--- src/rtl/uart_ctrl_pkg.sv ---
// Shared types and default register map for the UART Avalon-MM controller.
package uart_ctrl_pkg;

   typedef enum logic [2:0] {
      IDLE,
      RD_STATUS,
      DECIDE,
      RD_DATA,
      WR_DATA
   } state_e;

   typedef enum logic {
      GRANT_RX,
      GRANT_TX
   } grant_e;

   localparam logic [4:0] RXDATA_OFS_DEF = 5'd0;
   localparam logic [4:0] TXDATA_OFS_DEF = 5'd4;
   localparam logic [4:0] STATUS_OFS_DEF = 5'd8;
   localparam int         RRDY_BIT_DEF   = 7;
   localparam int         TRDY_BIT_DEF   = 6;

   // Round-robin: when both sides contend, hand the bus to the one not served last.
   function automatic grant_e rr_pick(input grant_e last);
      return (last == GRANT_RX) ? GRANT_TX : GRANT_RX;
   endfunction

endpackage

--- src/rtl/byte_fifo.sv ---
// Synchronous 8-bit FIFO; power-of-two depth so pointers wrap naturally.
module byte_fifo #(
   parameter int DEPTH = 16
) (
   input  logic                     clk_i,
   input  logic                     rst_ni,
   input  logic                     push_i,
   input  logic [7:0]               push_data_i,
   input  logic                     pop_i,
   output logic [7:0]               head_o,
   output logic                     full_o,
   output logic                     empty_o,
   output logic [$clog2(DEPTH):0]   count_o
);

   localparam int             AW       = $clog2(DEPTH);
   localparam logic [AW:0]    FULL_CNT = (AW + 1)'(DEPTH);
   localparam logic [AW:0]    CNT_ONE  = (AW + 1)'(1);
   localparam logic [AW-1:0]  PTR_ONE  = AW'(1);

   logic [7:0]    mem_q [DEPTH];
   logic [AW-1:0] wr_ptr_q, rd_ptr_q;
   logic [AW:0]   count_q;
   logic          do_push, do_pop;

   assign empty_o = (count_q == '0);
   assign full_o  = (count_q == FULL_CNT);
   assign count_o = count_q;
   assign do_pop  = pop_i & ~empty_o;
   assign do_push = push_i & (~full_o | do_pop);
   // Empty FIFO shows zero rather than stale storage.
   assign head_o  = empty_o ? 8'd0 : mem_q[rd_ptr_q];

   always_ff @(posedge clk_i) begin
      if (do_push) mem_q[wr_ptr_q] <= push_data_i;
   end

   always_ff @(posedge clk_i or negedge rst_ni) begin
      if (!rst_ni) begin
         wr_ptr_q <= '0;
         rd_ptr_q <= '0;
         count_q  <= '0;
      end else begin
         if (do_push) wr_ptr_q <= wr_ptr_q + PTR_ONE;
         if (do_pop)  rd_ptr_q <= rd_ptr_q + PTR_ONE;
         case ({do_push, do_pop})
            2'b10:   count_q <= count_q + CNT_ONE;
            2'b01:   count_q <= count_q - CNT_ONE;
            default: count_q <= count_q;
         endcase
      end
   end

endmodule

--- src/rtl/uart_avm_controller.sv ---
// Avalon-MM master polling a UART: drains RX into a FIFO, writes TX bytes, round-robin bus sharing.
// Optional build macro UART_CTRL_ECHO_EN loops every received byte back out through the UART.
module uart_avm_controller
   import uart_ctrl_pkg::*;
#(
   parameter int         FIFO_DEPTH = 16,
   parameter logic [4:0] RXDATA_OFS = RXDATA_OFS_DEF,
   parameter logic [4:0] TXDATA_OFS = TXDATA_OFS_DEF,
   parameter logic [4:0] STATUS_OFS = STATUS_OFS_DEF,
   parameter int         RRDY_BIT   = RRDY_BIT_DEF,
   parameter int         TRDY_BIT   = TRDY_BIT_DEF
) (
   input  logic        avm_clk,
   input  logic        avm_rst,
   output logic [4:0]  avm_address,
   output logic        avm_read,
   input  logic [31:0] avm_readdata,
   output logic        avm_write,
   output logic [31:0] avm_writedata,
   input  logic        avm_waitrequest,
   output logic [7:0]  rx_data,
   output logic        rx_valid,
   input  logic        rx_ready,
   input  logic [7:0]  tx_data,
   input  logic        tx_valid,
   output logic        tx_ready,
   output logic        rx_stall,
   output logic        busy
);

   localparam int CW = $clog2(FIFO_DEPTH) + 1;

   state_e        state_q;
   grant_e        last_grant_q, grant_d;
   logic          rrdy_q, trdy_q;
   logic          read_q, write_q, tx_ready_q, rx_stall_q;
   logic [4:0]    addr_q;
   logic [7:0]    wdata_q;
   logic          rx_ok_d, tx_ok_d, tx_req_d;
   logic          fifo_push, fifo_pop, fifo_full, fifo_empty;
   logic [7:0]    fifo_head;
   logic [CW-1:0] fifo_count;
   logic          unused_bits;
`ifdef UART_CTRL_ECHO_EN
   logic          echo_pend_q, echo_wr_q;
   logic [7:0]    echo_buf_q;
`endif

   assign avm_address   = addr_q;
   assign avm_read      = read_q;
   assign avm_write     = write_q;
   assign avm_writedata = {24'd0, wdata_q};
   assign tx_ready      = tx_ready_q;
   assign rx_stall      = rx_stall_q;
   assign busy          = (state_q != IDLE);
   assign rx_valid      = ~fifo_empty;
   assign rx_data       = fifo_head;
   assign unused_bits   = ^{avm_readdata[31:8], fifo_count};

   // Zero read latency: the byte is on readdata on the completing edge.
   assign fifo_push = (state_q == RD_DATA) & read_q & ~avm_waitrequest;
   assign fifo_pop  = rx_valid & rx_ready;

   byte_fifo #(.DEPTH(FIFO_DEPTH)) u_fifo (
      .clk_i       (avm_clk),
      .rst_ni      (avm_rst),
      .push_i      (fifo_push),
      .push_data_i (avm_readdata[7:0]),
      .pop_i       (fifo_pop),
      .head_o      (fifo_head),
      .full_o      (fifo_full),
      .empty_o     (fifo_empty),
      .count_o     (fifo_count)
   );

   always_comb begin
      tx_req_d = tx_valid;
      rx_ok_d  = rrdy_q & ~fifo_full;
`ifdef UART_CTRL_ECHO_EN
      // A pending echo blocks further reads so echo_buf is never overwritten.
      tx_req_d = tx_valid | echo_pend_q;
      rx_ok_d  = rrdy_q & ~fifo_full & ~echo_pend_q;
`endif
      tx_ok_d  = trdy_q & tx_req_d;
      grant_d  = GRANT_RX;
      if (rx_ok_d && tx_ok_d) grant_d = rr_pick(last_grant_q);
      else if (tx_ok_d)       grant_d = GRANT_TX;
   end

   always_ff @(posedge avm_clk or negedge avm_rst) begin
      if (!avm_rst) begin
         state_q      <= IDLE;
         last_grant_q <= GRANT_TX;
         rrdy_q       <= 1'b0;
         trdy_q       <= 1'b0;
         read_q       <= 1'b0;
         write_q      <= 1'b0;
         addr_q       <= 5'd0;
         wdata_q      <= 8'd0;
         tx_ready_q   <= 1'b0;
         rx_stall_q   <= 1'b0;
`ifdef UART_CTRL_ECHO_EN
         echo_pend_q  <= 1'b0;
         echo_wr_q    <= 1'b0;
         echo_buf_q   <= 8'd0;
`endif
      end else begin
         tx_ready_q <= 1'b0;
         rx_stall_q <= 1'b0;
         case (state_q)
            IDLE: begin
               state_q <= RD_STATUS;
               read_q  <= 1'b1;
               addr_q  <= STATUS_OFS;
            end
            RD_STATUS: begin
               if (!avm_waitrequest) begin
                  read_q  <= 1'b0;
                  rrdy_q  <= avm_readdata[RRDY_BIT];
                  trdy_q  <= avm_readdata[TRDY_BIT];
                  state_q <= DECIDE;
               end
            end
            DECIDE: begin
               rx_stall_q <= rrdy_q & fifo_full;
               if (!(rx_ok_d || tx_ok_d)) begin
                  state_q <= IDLE;
               end else if (grant_d == GRANT_RX) begin
                  read_q  <= 1'b1;
                  addr_q  <= RXDATA_OFS;
                  state_q <= RD_DATA;
               end else begin
                  write_q <= 1'b1;
                  addr_q  <= TXDATA_OFS;
                  state_q <= WR_DATA;
`ifdef UART_CTRL_ECHO_EN
                  echo_wr_q <= echo_pend_q;
                  wdata_q   <= echo_pend_q ? echo_buf_q : tx_data;
`else
                  wdata_q   <= tx_data;
`endif
               end
            end
            RD_DATA: begin
               if (!avm_waitrequest) begin
                  read_q       <= 1'b0;
                  last_grant_q <= GRANT_RX;
                  state_q      <= IDLE;
`ifdef UART_CTRL_ECHO_EN
                  echo_buf_q   <= avm_readdata[7:0];
                  echo_pend_q  <= 1'b1;
`endif
               end
            end
            WR_DATA: begin
               if (!avm_waitrequest) begin
                  write_q      <= 1'b0;
                  last_grant_q <= GRANT_TX;
                  state_q      <= IDLE;
`ifdef UART_CTRL_ECHO_EN
                  if (echo_wr_q) echo_pend_q <= 1'b0;
                  else           tx_ready_q  <= 1'b1;
`else
                  tx_ready_q   <= 1'b1;
`endif
               end
            end
            default: state_q <= IDLE;
         endcase
      end
   end

endmodule

--- config.mk ---
export PLATFORM = sky130hd
export DESIGN_NAME = uart_avm_controller
export DESIGN_NICKNAME = d
export VERILOG_FILES = /design/src/rtl/uart_ctrl_pkg.sv /design/src/rtl/byte_fifo.sv /design/src/rtl/uart_avm_controller.sv
export SDC_FILE = /design/constraint.sdc
export NUM_CORES = 1
export LEC_CHECK = 0
export CAP_MARGIN = 20
export CORE_MARGIN = 4
export CORE_UTILIZATION = 55
export CTS_CLUSTER_DIAMETER = 200
export DETAILED_ROUTE_END_ITERATION = 16
export PLACE_DENSITY = 0.79
export SYNTH_ARGS = -nofsm -noshare
export SYNTH_HDL_FRONTEND = slang
export SYNTH_SLANG_ARGS = --single-unit
--- constraint.sdc ---
create_clock -name avm_clk -period 4.4 [get_ports avm_clk]
set_clock_uncertainty 0.2 [all_clocks]
set_input_delay 1.1 -clock avm_clk [delete_from_list [all_inputs] [get_ports avm_clk]]
set_output_delay 1.1 -clock avm_clk [all_outputs]
set_load 0.02 [all_outputs]
# Word level (Yosys, flattened, before mapping)
# Memory sizes are Yosys's and may differ from the RTL's.
# Cells that the tools add are included.
# totals
reg_bits	36
ram_bits	128
input_bits	45
output_inout_bits	51
elab_cells	91
memories	1
# op_classes
addsub	4
eq_ne	15
mux	27
n_bitwise	12
n_reduce_logical	19
# mem_list
name	depth	word_bits	rd	rd_clocked_by_memory_dff	wr	line_no	source
u_fifo.mem_q	16	8	1	0	1	byte_fifo.sv:21	logic [7:0] mem_q [DEPTH];
# op_table
operator	n
5-bit one-hot mux with 2 select lines	2
2-bit != test, second input constant	8
3-bit two-way mux	5
1-bit two-way mux	14
3-bit one-hot mux with 4 select lines	1
4-bit by 1-bit adder with 4-bit output, second input constant	2
1-bit AND	8
8-bit two-way mux	1
4-bit AND reduction	2
2-bit nonzero test	4
3-bit by 2-bit == test with 1-bit output, second input constant	2
2-bit AND reduction	3
3-bit AND reduction	2
3-bit nonzero test	2
5-bit by 1-bit adder with 5-bit output, second input constant	1
5-bit == test, second input constant	1
5-bit logical NOT	1
5-bit two-way mux	1
5-bit by 1-bit subtractor with 5-bit output, second input constant	1
1-bit one-hot mux with 2 select lines	2
2-bit OR reduction	2
3-bit by 1-bit == test with 1-bit output, second input constant	1
3-bit == test, second input constant	1
3-bit logical NOT	1
7 further kinds	9

# Depth between registers and ports, before layout
# depth
depth_word	8
depth_mapped	12
depth_no_buf	10

# Hierarchy
# From an unflattened synthesis, not the netlist that was laid out.
# hier_totals
cells_unflattened	402
hier_area_um2	6990.5
# by_module_without_submodules
mod	instances	cells_each	area_each_um2	seq_area_each_um2
byte_fifo	1	302	5878.1	4169.0
uart_avm_controller	1	100	1112.3	501.7

# Worst setup path after synthesis
# No wires, ideal clock.
# synth_path
path_kind	in2reg
startpoint	in avm_waitrequest
endpoint	reg u_fifo.count_q[4], in the netlist u_fifo.count_o[4]
setup_ps	127
arrival_time_ps	3407
required_time_ps	4073
slack_ps	666
cell_stages	11
n_path_buf	1
cell_sequence	or3b_1 a311oi_4 inv_1 ha_1 clkbuf_1 xor2_1 ha_1 or2_2 a31oi_1 o31ai_1 xnor2_1
# synth_via
elab_chain_len	5
elab_cells_between_ends	7
cone_classes	eq/ne (2); mux (1); bitwise (3); reduce/logical (1)
# synth_rtl
item	line_no	source
start, declared	uart_avm_controller.sv:20	input logic avm_waitrequest,
1-bit inverter (no line) (*)	--	
1-bit AND (*)	uart_avm_controller.sv:61	assign fifo_push = (state_q == RD_DATA) & read_q & ~avm_waitrequest;
1-bit AND (*)	byte_fifo.sv:30	assign do_push = push_i & (~full_o | do_pop);
2-bit by 1-bit == test with 1-bit output / 2-bit == test (equally long branches)	byte_fifo.sv:46	case ({do_push, do_pop})
5-bit one-hot mux with 2 select lines / 2-bit nonzero test (equally long branches)	--	
end signal, assigned	byte_fifo.sv:47	2'b10: count_q <= count_q + CNT_ONE;
end signal, assigned	byte_fifo.sv:48	2'b01: count_q <= count_q - CNT_ONE;
end signal, assigned	byte_fifo.sv:49	default: count_q <= count_q;
end, declared	byte_fifo.sv:23	logic [AW:0] count_q;
# Every way passes the cells marked *; elsewhere a longest branch is shown, timed or not.
# A chain may end at the register's enable or synchronous reset.

# Worst setup path after layout
# layout_path
startpoint	reg u_fifo.rd_ptr_q[1]
endpoint	out rx_data[7]
# layout_via
elab_chain_len	2
# layout_rtl
item	line_no	source
start, declared	byte_fifo.sv:22	logic [AW-1:0] wr_ptr_q, rd_ptr_q;
start signal, assigned	byte_fifo.sv:45	if (do_pop) rd_ptr_q <= rd_ptr_q + PTR_ONE;
memory 16 x 8 bit	--	
8-bit two-way mux	byte_fifo.sv:32	assign head_o = empty_o ? 8'd0 : mem_q[rd_ptr_q];
end, declared	uart_avm_controller.sv:21	output logic [7:0] rx_data,
# No other way between the ends.

==> results.md <==
- Remaining Overflow, GRT: 0
- Worst Setup End Kind: output port
- Max incr delay on CP: 0.58 ns
- Measured slew at the worst slew-check pin: 0.604 ns
- Largest family of logic cells by synthesized area: multiplexers
- Status: finished, final reports clean
- GRT Resource Usage Total: 19.2%
- Top_reg_cell synth: edfxtp_1
- CTS Sinks: 161
- Crit Path Max Fanout: 18
- Row Count: 40
- DRT antenna net count: 0
- Critical path, cell by cell: buf_6 -> mux4_2 -> mux2_2 -> o21ai_0 -> a21oi_1 -> clkdlybuf4s50_1
- Ports: 96
- Die ar.: 14300 µm²
- CP bufs+invs: 2
- Antenna violations before repair: 0
- RSZ-0062 raised after global routing: no
- DRT Pass-1 Iters: 4
- Clock slew at reported path FFs: 0.06 ns
- Post-synth EDFFs: 128
- WP depth: 6
- Die Wd: 120 µm
- # fillers: 832
- Total core area: 12100 µm²
- Layout Nets: 519
- Commonest non-fill, non-tap cells in the layout: edfxtp_1 (128), clkdlybuf4s50_1 (44), mux4_2 (32), dfrtp_1 (32), conb_1 (27)
- Maxcap violations: 0
- DR vias/cell: 5.47
- Cts repair resizes: 0
- Antenna diode count: 0
- CTS tree: done
- Synth Area in Adders: 1.64%
- Worst skew pair latency: 0.42 ns
- H-Tree Depth: 4
- Worst setup path class: reg -> out
- YS warnings: 0
- Leading cell type in the layout, fill and taps excluded: edfxtp_1
- Root buf cell: clkbuf_16
- CTS Buf Count: 17
- Seq/Total Area, Yosys: 68.2%
- Die H: 120 µm
- Syn_area_per_cell: 17.1 µm²
- Yosys cell types: 45
- Headroom to the max-slew limit: 59.6%
- Largest net degree at the start of global routing: 34
- Reg area: 4670 µm²
- Mux cell area share after synthesis: 15.4%
- CP required: 3.10 ns
- Worst-path cell with the longest stage delay: clkdlybuf4s50_1
- Maximum VDD drop: 0.000386 V
- Fin crit share: 94.5%
- Clk buf depth: 2
- Share of cells above drive strength 1: 23.6%
- Global-route wire length before repair: 20500 µm
- Multi-input logic area: 1940 µm²
- WHS Path Cells: 1
- Hold-fix buffers, CTS: 0
- Synth Area in XOR/XNOR: 1.53%
- Fraction of registers with async set/reset: 20.5%
- Final std cells w/o fill: 646
- Cell Area, Synth: 6850 µm²
- Via count: 3533
- Post-CTS setup buffers: 0
- Post-layout minimum cycle time: 4.16 ns
- Post-DP HPWL: 8320 µm
- Post-route DRC violation count: 0
- Crit path arrival time: 2.86 ns
- Max-slew violation count: 0
- TNS Setup: 0 ns
- Final wirelength: 12800 µm
- PD cells: 633 nW/µm²
- Starting Density: 56.6%
- Compound-Gate Fraction of Synth Area: 3.83%
- Routed WL per cell: 19.8 µm
- Fmax achieved: 241 MHz
- Flops & latches, synth: 161
- Min-Delay Path Class: reg -> reg
- Iter 0 DRT Violations: 262
- Placed Cells: 614
- Reg2Reg Depth: 10
- Vias in the first global route: 3798
- Cell count after synthesis: 400
- P_leak: 0.00289 µW
- Final hold vios: 0
- P&R area growth vs syn: 17.3%
- CP top delay family: buffers and inverters
- Startpoint Class: register
- Simple-gate share of the synthesized area: 4.47%
- Number of I/O port buffers: 44
- Setup violations, final: 0
- Gpl congestion: 0.745
-- layer usage --
| metal | part of all wire (%) | vias up | GRT usage (%) |
|---|---|---|---|
| met5 | 0 | - | 0 |
| li1 | - | 1604 | - |
| met3 | 8.6 | 16 | 5.94 |
| met4 | 1.5 | 0 | 7.02 |
| met1 | 37 | 1783 | 23.3 |
| met2 | 53 | 130 | 32.5 |
-- area by class of cell --
class / count / share of cell area [%]
Timing Repair Buffer: 68 / 7.92
Multi-Input combinational cell: 209 / 24.1
Sequential cell: 161 / 58.1
Tap cell: 168 / 2.61
Clock inverter: 13 / 1.49
Clock buffer: 19 / 5.38
Inverter: 8 / 0.373
-- flip-flops by register name, summed over array words and instances, names as in the netlist, 2 cells and up --
| register | flops |
|---|---|
| u_fifo.count_o | 5 |
| avm_address | 2 |
| u_fifo.wr_ptr_q | 4 |
| wdata_q | 8 |
| u_fifo.rd_ptr_q | 4 |
| state_q | 3 |
| u_fifo.mem_q | 128 |
-- synthesized netlist by cell type, types with 2 or more instances --
library cell / n / area (µm²)
mux4_2: 32 / 721
buf_2: 10 / 50.1
nor2_1: 21 / 78.8
buf_6: 2 / 22.5
xor2_1: 4 / 35.0
xnor2_1: 8 / 70.1
a31oi_1: 2 / 12.5
edfxtp_1: 128 / 3840
nand2_1: 17 / 63.8
mux2i_1: 8 / 80.1
nor3_1: 5 / 25.0
clkbuf_1: 7 / 26.3
nand2b_1: 3 / 18.8
buf_1: 2 / 7.51
dfrtp_1: 32 / 801
o31ai_1: 2 / 15.0
a21o_2: 2 / 17.5
nand4_1: 3 / 18.8
inv_1: 8 / 30.0
nand3b_1: 2 / 15.0
mux2_4: 7 / 105
ha_1: 9 / 113
o211ai_1: 2 / 15.0
buf_4: 27 / 203
mux2_2: 13 / 146
o21ai_0: 16 / 80.1
a21oi_1: 10 / 50.1
-- through the flow --
stage | total power (µW) | utilization, % | setup WS [ns] | hold WS (ns) | area, µm²
detailed placement | 3770 | 61.8 | 0.214 | 0.297 | 7480
global placement | 3690 | 61.8 | 0.269 | 0.290 | 7480
floorplan | 3200 | - | 0.666 | 0.271 | 6950
CTS | 5150 | 66.4 | 0.112 | 0.321 | 8040
finish | 5090 | 66.4 | 0.243 | 0.316 | 8040
global route | 5360 | 66.4 | 0.0895 | 0.331 | 8040
-- logic make-up after synthesis --
kind of cell               Yosys count
DFF                                161
and+or+nand+nor                     61
muxes                               60
buffers and inverters               56
AOI/OAI and AO/OA                   40
xor gates and xnor gates            12
adders and majority gates            9
other                                1
-- where the power goes --
part           switching [µW]  internal [µW]
combinational             832            880
clock                     544            824
sequential                209           1800
total                    1580           3510
-- final timing paths --
path	endpoint	from	slack (ns)
max	rx_data[7]	u_fifo.rd_ptr_q[1]	0.24
min	wdata_q[1]	wdata_q[1]	0.32
max reg2reg	u_fifo.count_o[4]	state_q[0]	1.35
min reg2reg	wdata_q[1]	wdata_q[1]	0.32
max in group asynchronous	last_grant_q	avm_rst	2.77
min in group asynchronous	u_fifo.count_o[2]	avm_rst	0.88
(Power assumes the default switching activity.)
